--- config.mk ---
export PLATFORM = sky130hd
export DESIGN_NAME = io_bus_bridge
export DESIGN_NICKNAME = d
export VERILOG_FILES = /design/src/rtl/io_bus_bridge.sv
export SDC_FILE = /design/constraint.sdc
export NUM_CORES = 1
export LEC_CHECK = 0
export ABC_AREA = 1
export ABC_CLOCK_PERIOD_IN_PS = 2600
export CAP_MARGIN = 15
export CORE_MARGIN = 10
export CORE_UTILIZATION = 40
export DETAILED_ROUTE_END_ITERATION = 10
export HOLD_SLACK_MARGIN = 0.06
export PLACE_DENSITY_LB_ADDON = 0.3
export REMOVE_ABC_BUFFERS = 1
export SETUP_SLACK_MARGIN = 0.1
export SLEW_MARGIN = 20
export SYNTH_ARGS = -nofsm -noshare
export SYNTH_HDL_FRONTEND = slang
export SYNTH_SLANG_ARGS = --single-unit
--- constraint.sdc ---
create_clock -name clk_in -period 2.6 [get_ports clk_in]
set_input_delay 0.52 -clock clk_in [delete_from_list [all_inputs] [get_ports clk_in]]
set_output_delay 0.52 -clock clk_in [all_outputs]
set_load 0.02 [all_outputs]
--- src/rtl/io_bus_bridge.sv ---
// Byte-wide cpu bus bridge: RAM/IO decode, UART TX FIFO with backpressure, RX pop,
// cycle counter with coherent snapshot, program stop. Optional: IO_BUS_BRIDGE_DROP_CNT_EN.
module io_bus_bridge #(
   parameter int TX_DEPTH_LOG2 = 4,
   parameter int FULL_MARGIN   = 2
) (
   input  logic        clk_in,
   input  logic        rst_in,
   input  logic        rdy_in,
   input  logic [31:0] mem_a,
   input  logic [7:0]  mem_dout,
   input  logic        mem_wr,
   output logic [7:0]  mem_din,
   output logic        io_buffer_full,
   output logic        ram_we,
   input  logic [7:0]  ram_dout,
   output logic [7:0]  tx_data,
   output logic        tx_valid,
   input  logic        tx_ready,
   input  logic [7:0]  rx_data,
   input  logic        rx_valid,
   output logic        rx_pop,
   output logic        program_stop,
   output logic [7:0]  dbg_drop_cnt
);
   localparam int PW = TX_DEPTH_LOG2;
   localparam int CW = TX_DEPTH_LOG2 + 1;
   localparam logic [CW-1:0] DEPTH_C  = CW'(2**TX_DEPTH_LOG2);
   localparam logic [CW-1:0] MARGIN_C = CW'(FULL_MARGIN);

   logic          io_s;
   logic [2:0]    sel_s;
   logic          rd_acc_s;
   logic          wr_acc_s;
   logic          stop_set_s;
   logic          push_req_s;
   logic          push_ok_s;
   logic          pop_s;
   logic [CW-1:0] count_next_s;
   logic [CW-1:0] free_next_s;
   logic [7:0]    io_rd_data_s;

   logic [7:0]    fifo_mem_r [2**TX_DEPTH_LOG2];
   logic [PW-1:0] wr_ptr_r;
   logic [PW-1:0] rd_ptr_r;
   logic [CW-1:0] count_r;
   logic [31:0]   cnt_r;
   logic [31:0]   snap_r;
   logic          stop_req_r;
   logic          program_stop_r;
   logic          io_buffer_full_r;
   logic          io_sel_r;
   logic [7:0]    io_rdata_r;

   logic          unused_addr_s;
   assign unused_addr_s = ^{mem_a[31:18], mem_a[15:3]};

   // Access decode, FIFO push/pop arbitration and IO read mux.
   always_comb begin
      io_s       = (mem_a[17:16] == 2'b11);
      sel_s      = mem_a[2:0];
      rd_acc_s   = rdy_in & ~mem_wr & ~rst_in;
      wr_acc_s   = rdy_in &  mem_wr & ~rst_in;
      stop_set_s = wr_acc_s & io_s & (sel_s == 3'd4);
      push_req_s = stop_set_s | (wr_acc_s & io_s & (sel_s == 3'd0) & (mem_dout != 8'h00));
      pop_s      = (count_r != {CW{1'b0}}) & tx_ready;
      // A full FIFO still accepts a push when the head leaves in the same cycle.
      push_ok_s  = push_req_s & ((count_r != DEPTH_C) | pop_s);
      case ({push_ok_s, pop_s})
         2'b10:   count_next_s = count_r + CW'(1);
         2'b01:   count_next_s = count_r - CW'(1);
         default: count_next_s = count_r;
      endcase
      free_next_s = DEPTH_C - count_next_s;
      case (sel_s)
         3'd0:    io_rd_data_s = rx_valid ? rx_data : 8'h00;
         3'd4:    io_rd_data_s = cnt_r[7:0];
         3'd5:    io_rd_data_s = snap_r[15:8];
         3'd6:    io_rd_data_s = snap_r[23:16];
         3'd7:    io_rd_data_s = snap_r[31:24];
         default: io_rd_data_s = 8'h00;
      endcase
   end

   assign rx_pop         = rd_acc_s & io_s & (sel_s == 3'd0) & rx_valid;
   assign ram_we         = wr_acc_s & ~io_s;
   assign tx_valid       = (count_r != {CW{1'b0}});
   assign tx_data        = fifo_mem_r[rd_ptr_r];
   assign mem_din        = io_sel_r ? io_rdata_r : ram_dout;
   assign io_buffer_full = io_buffer_full_r;
   assign program_stop   = program_stop_r;

   // FIFO storage; contents need no reset because count gates visibility.
   always_ff @(posedge clk_in) begin
      if (push_ok_s) begin
         fifo_mem_r[wr_ptr_r] <= stop_set_s ? 8'h00 : mem_dout;
      end
   end

   // Control state: FIFO pointers, counter, snapshot, read return, stop tracking.
   always_ff @(posedge clk_in) begin
      if (rst_in) begin
         wr_ptr_r         <= {PW{1'b0}};
         rd_ptr_r         <= {PW{1'b0}};
         count_r          <= {CW{1'b0}};
         cnt_r            <= 32'h0000_0000;
         snap_r           <= 32'h0000_0000;
         stop_req_r       <= 1'b0;
         program_stop_r   <= 1'b0;
         io_buffer_full_r <= 1'b0;
         io_sel_r         <= 1'b1;
         io_rdata_r       <= 8'h00;
      end else begin
         if (push_ok_s) begin
            wr_ptr_r <= wr_ptr_r + PW'(1);
         end
         if (pop_s) begin
            rd_ptr_r <= rd_ptr_r + PW'(1);
         end
         count_r          <= count_next_s;
         io_buffer_full_r <= (free_next_s <= MARGIN_C);
         if (rdy_in) begin
            cnt_r <= cnt_r + 32'd1;
         end
         if (rd_acc_s) begin
            io_sel_r   <= io_s;
            io_rdata_r <= io_rd_data_s;
            if (io_s && (sel_s == 3'd4)) begin
               snap_r <= cnt_r;
            end
         end
         if (stop_set_s) begin
            stop_req_r <= 1'b1;
         end
         // Stop is reported only once the terminating 0x00 has left the FIFO.
         if (stop_req_r && (count_r == {CW{1'b0}})) begin
            program_stop_r <= 1'b1;
         end
      end
   end

`ifdef IO_BUS_BRIDGE_DROP_CNT_EN
   logic [7:0] drop_cnt_r;

   // Saturating count of IO pushes lost to a full FIFO.
   always_ff @(posedge clk_in) begin
      if (rst_in) begin
         drop_cnt_r <= 8'h00;
      end else if (push_req_s && !push_ok_s && (drop_cnt_r != 8'hFF)) begin
         drop_cnt_r <= drop_cnt_r + 8'h01;
      end
   end

   assign dbg_drop_cnt = drop_cnt_r;
`else
   assign dbg_drop_cnt = 8'h00;
`endif

endmodule

==> metrics.yaml <==
status: "finished, final reports clean"
cts-root-buf: "clkbuf_16"
wl_per_cell_um: 15.8
vias_per_cell: 4.93
hp-class: "reg -> reg"
critPathKind: "reg -> out"
slew-limit-headroom: 0.504
crit_path_end_kind: "primary output"
overflow: 0
synthTopCellsByArea: "edfxtp_1 (40%), dfxtp_1 (18%), nand2_1 (5.0%)"
clkLatencyLatePin_ns: 0.51
vias: 7155
required_ns: 2.08
initial_core_util: 0.408
rsz0062_at_grt: "true"
multi_input_area_sq_um: 3470
ys_seq_area_frac: 0.580
slew_viol_final: 0
path_cells: "buf_4 -> buf_12 -> mux2i_2 -> o21ai_1 -> o211ai_1 -> nand2_1 -> buf_6"
drt_wl_total_mm: 23.0
portBuffers: 55
maxCapViolCount: 0
drtIter0Drc: 624
vdd_drop_max_uv: 424
cts_tree: "yes"
cts_hold_buf: 0
dieArea_sq_um: 30500
postRouteAntennaNets: 0
cts_made_buffers: 22
setup_viol: 0
seq_area_sq_um: 5550
dp_hpwl_mm: 15.9
io_pins: 91
synth_common_cells: "edfxtp_1 (128), nand2_1 (127), inv_1 (110)"
cp-start-kind: "register"
htreeDepth: 1
clock-sinks: 213
syn_area_sq_um: 9570
antenna_found_initial: 0
critPathSlowestCell: "dfxtp_4"
coreArea_sq_um: 23500
drc: 0
power.leakage_uw: 0.00457
die_y_um: 175
hold_viol: 0
synth_top_area_share: 0.402
syn_inst: 980
utilization: 0.513
layout-drive-gt1-share: 0.187
die_w_um: 175
grt_usage: 0.146
cts_buffer_depth: 3
grt_pass1_wl_mm: 36.8
synth.avg_cell_area_sq_um: 9.76
period_share: 0.990
synth_most_common_cell: "edfxtp_1"
synth_top_area_cell: "edfxtp_1"
rows: 56
drt_pre_antenna_iters: 5
ys.flop_type: "edfxtp_1"
clock.fmax_mhz: 389
grt_pass1_vias: 7039
synth_edf_count: 128
post-route-min-period_ns: 2.57
layoutNonFillerInstCount: 1452
slowest_delay_ns: 0.40
powerDensity_nw_per_um2: 802
crit_arrival_ns: 2.05
grt_max_degree: 53
synth_warnings: 0
worst-path-buf-inv: 3
clk_pin_slew_worst_paths_ns: 0.06
fin_setup_tns_ns: 0
cp_top_family: "flip-flops"
skew_ns: 0.0152
yosysUniqueCellTypes: 47
async_flop_share: 0
gp_congestion: 0.859
ys_ff_latch: 213
syn2layout_area_growth_pct: 25.9
worst_pin_slew_ns: 0.744
nNetsFinal: 1191
fillCellCount: 2101
antenna_cells: 0
crit_fanout: 5
place_inst: 1393
## where the power goes
part / switching [uW] / leakage [uW] / total, uW / internal, uW
clock network: 1310 / 0.000349 / 3140 / 1830
logic: 1470 / 0.00239 / 2780 / 1310
registers: 94.4 / 0.00184 / 3740 / 3650
total: 2870 / 0.00457 / 9660 / 6790
## path summary, 6_finish.rpt
path,start,endpoint,slack (ns),cells past startpoint
worst max-delay path,register,tx_data[5],0.03,7
worst min-delay path,program_stop,program_stop,0.45,2
worst max register to register,count_r[1],io_buffer_full,0.31,18
worst min register to register,program_stop,program_stop,0.45,2
## final cells by class
class / instances / area share
Tap cell: 319 / 0.0331
Clock buffer: 26 / 0.0487
Clock inverter: 14 / 0.0113
Timing Repair Buffer: 151 / 0.121
Sequential cell: 213 / 0.461
Multi-Input combinational cell: 611 / 0.288
Inverter: 118 / 0.0368
## placed cells by master (no fill, tap or decap), drive strengths merged, types with 2 or more instances in the layout
| cell | count |
|---|---|
| nand3 | 51 |
| a21oi | 93 |
| clkinvlp | 2 |
| mux2i | 32 |
| clkbuf | 27 |
| clkdlybuf4s50 | 45 |
| ha | 11 |
| o21ai | 88 |
| a22oi | 3 |
| bufinv | 2 |
| conb | 8 |
| edfxtp | 128 |
| nor2 | 96 |
| clkinv | 9 |
| nor4 | 4 |
| nor3 | 19 |
| buf | 103 |
| dfxtp | 85 |
| inv | 119 |
| xor2 | 3 |
| o21a | 2 |
| nand4 | 12 |
| nand2 | 138 |
| mux2 | 8 |
| o211ai | 33 |
## metal layers
metal / track usage / wire length, um / up-vias
li1: - / - / 3638
met1: 0.189 / 10500 / 3349
met2: 0.245 / 11000 / 132
met3: 0.0291 / 995 / 36
met4: 0.0360 / 487 / 0
met5: 0 / 0 / -
## flip-flops by register name (all words and copies together) (netlist names), named ones only
| signal | flops |
|---|---|
| stop_req_r | 1 |
| cnt_r | 32 |
| snap_r | 24 |
| program_stop | 1 |
| wr_ptr_r | 4 |
| io_buffer_full | 1 |
| count_r | 5 |
| io_rdata_r | 8 |
| rd_ptr_r | 4 |
| io_sel_r | 1 |
| fifo_mem_r | 128 |
## logic make-up after synthesis
| kind of cell | after synthesis | synth area share |
|---|---|---|
| AND/OR/NAND/NOR | 321 | 0.157 |
| adder cells (fa/ha/maj) | 12 | 0.0165 |
| flip-flops | 213 | 0.580 |
| other | 1 | 0.000392 |
| AO/OA/AOI/OAI | 226 | 0.130 |
| XOR/XNOR | 4 | 0.00366 |
| multiplexers | 40 | 0.0429 |
| buffers and inverters | 163 | 0.0692 |
## tightest hold or removal path, cell delays in order, from the launching register on
cell     delay, ns
dfxtp_1       0.31
inv_1         0.04
a21oi_1       0.05
## stage by stage
stage | instance area, sq um | total power (uW) | setup slack, ns | hold slack (ns)
6_report | 12000 | 9660 | 0.0269 | 0.448
5_1_grt | 12000 | 10200 | -0.0540 | 0.479
4_1_cts | 11900 | 9540 | 0.0236 | 0.454
3_5_place_dp | 11000 | 6180 | -0.418 | 0.444
3_3_place_gp | 11000 | 6140 | -0.364 | 0.443
2_1_floorplan | 9370 | 5260 | -0.812 | 0.432
## timing repair
item                       4_1_cts  5_1_grt
hold endpoints to repair         0        0
gates cloned                     2        1
setup endpoints to repair       18       12
buffers inserted                 8        8
pin swaps                       11       17
resized for setup               65       35
Power figures use the tool's default switching activity.
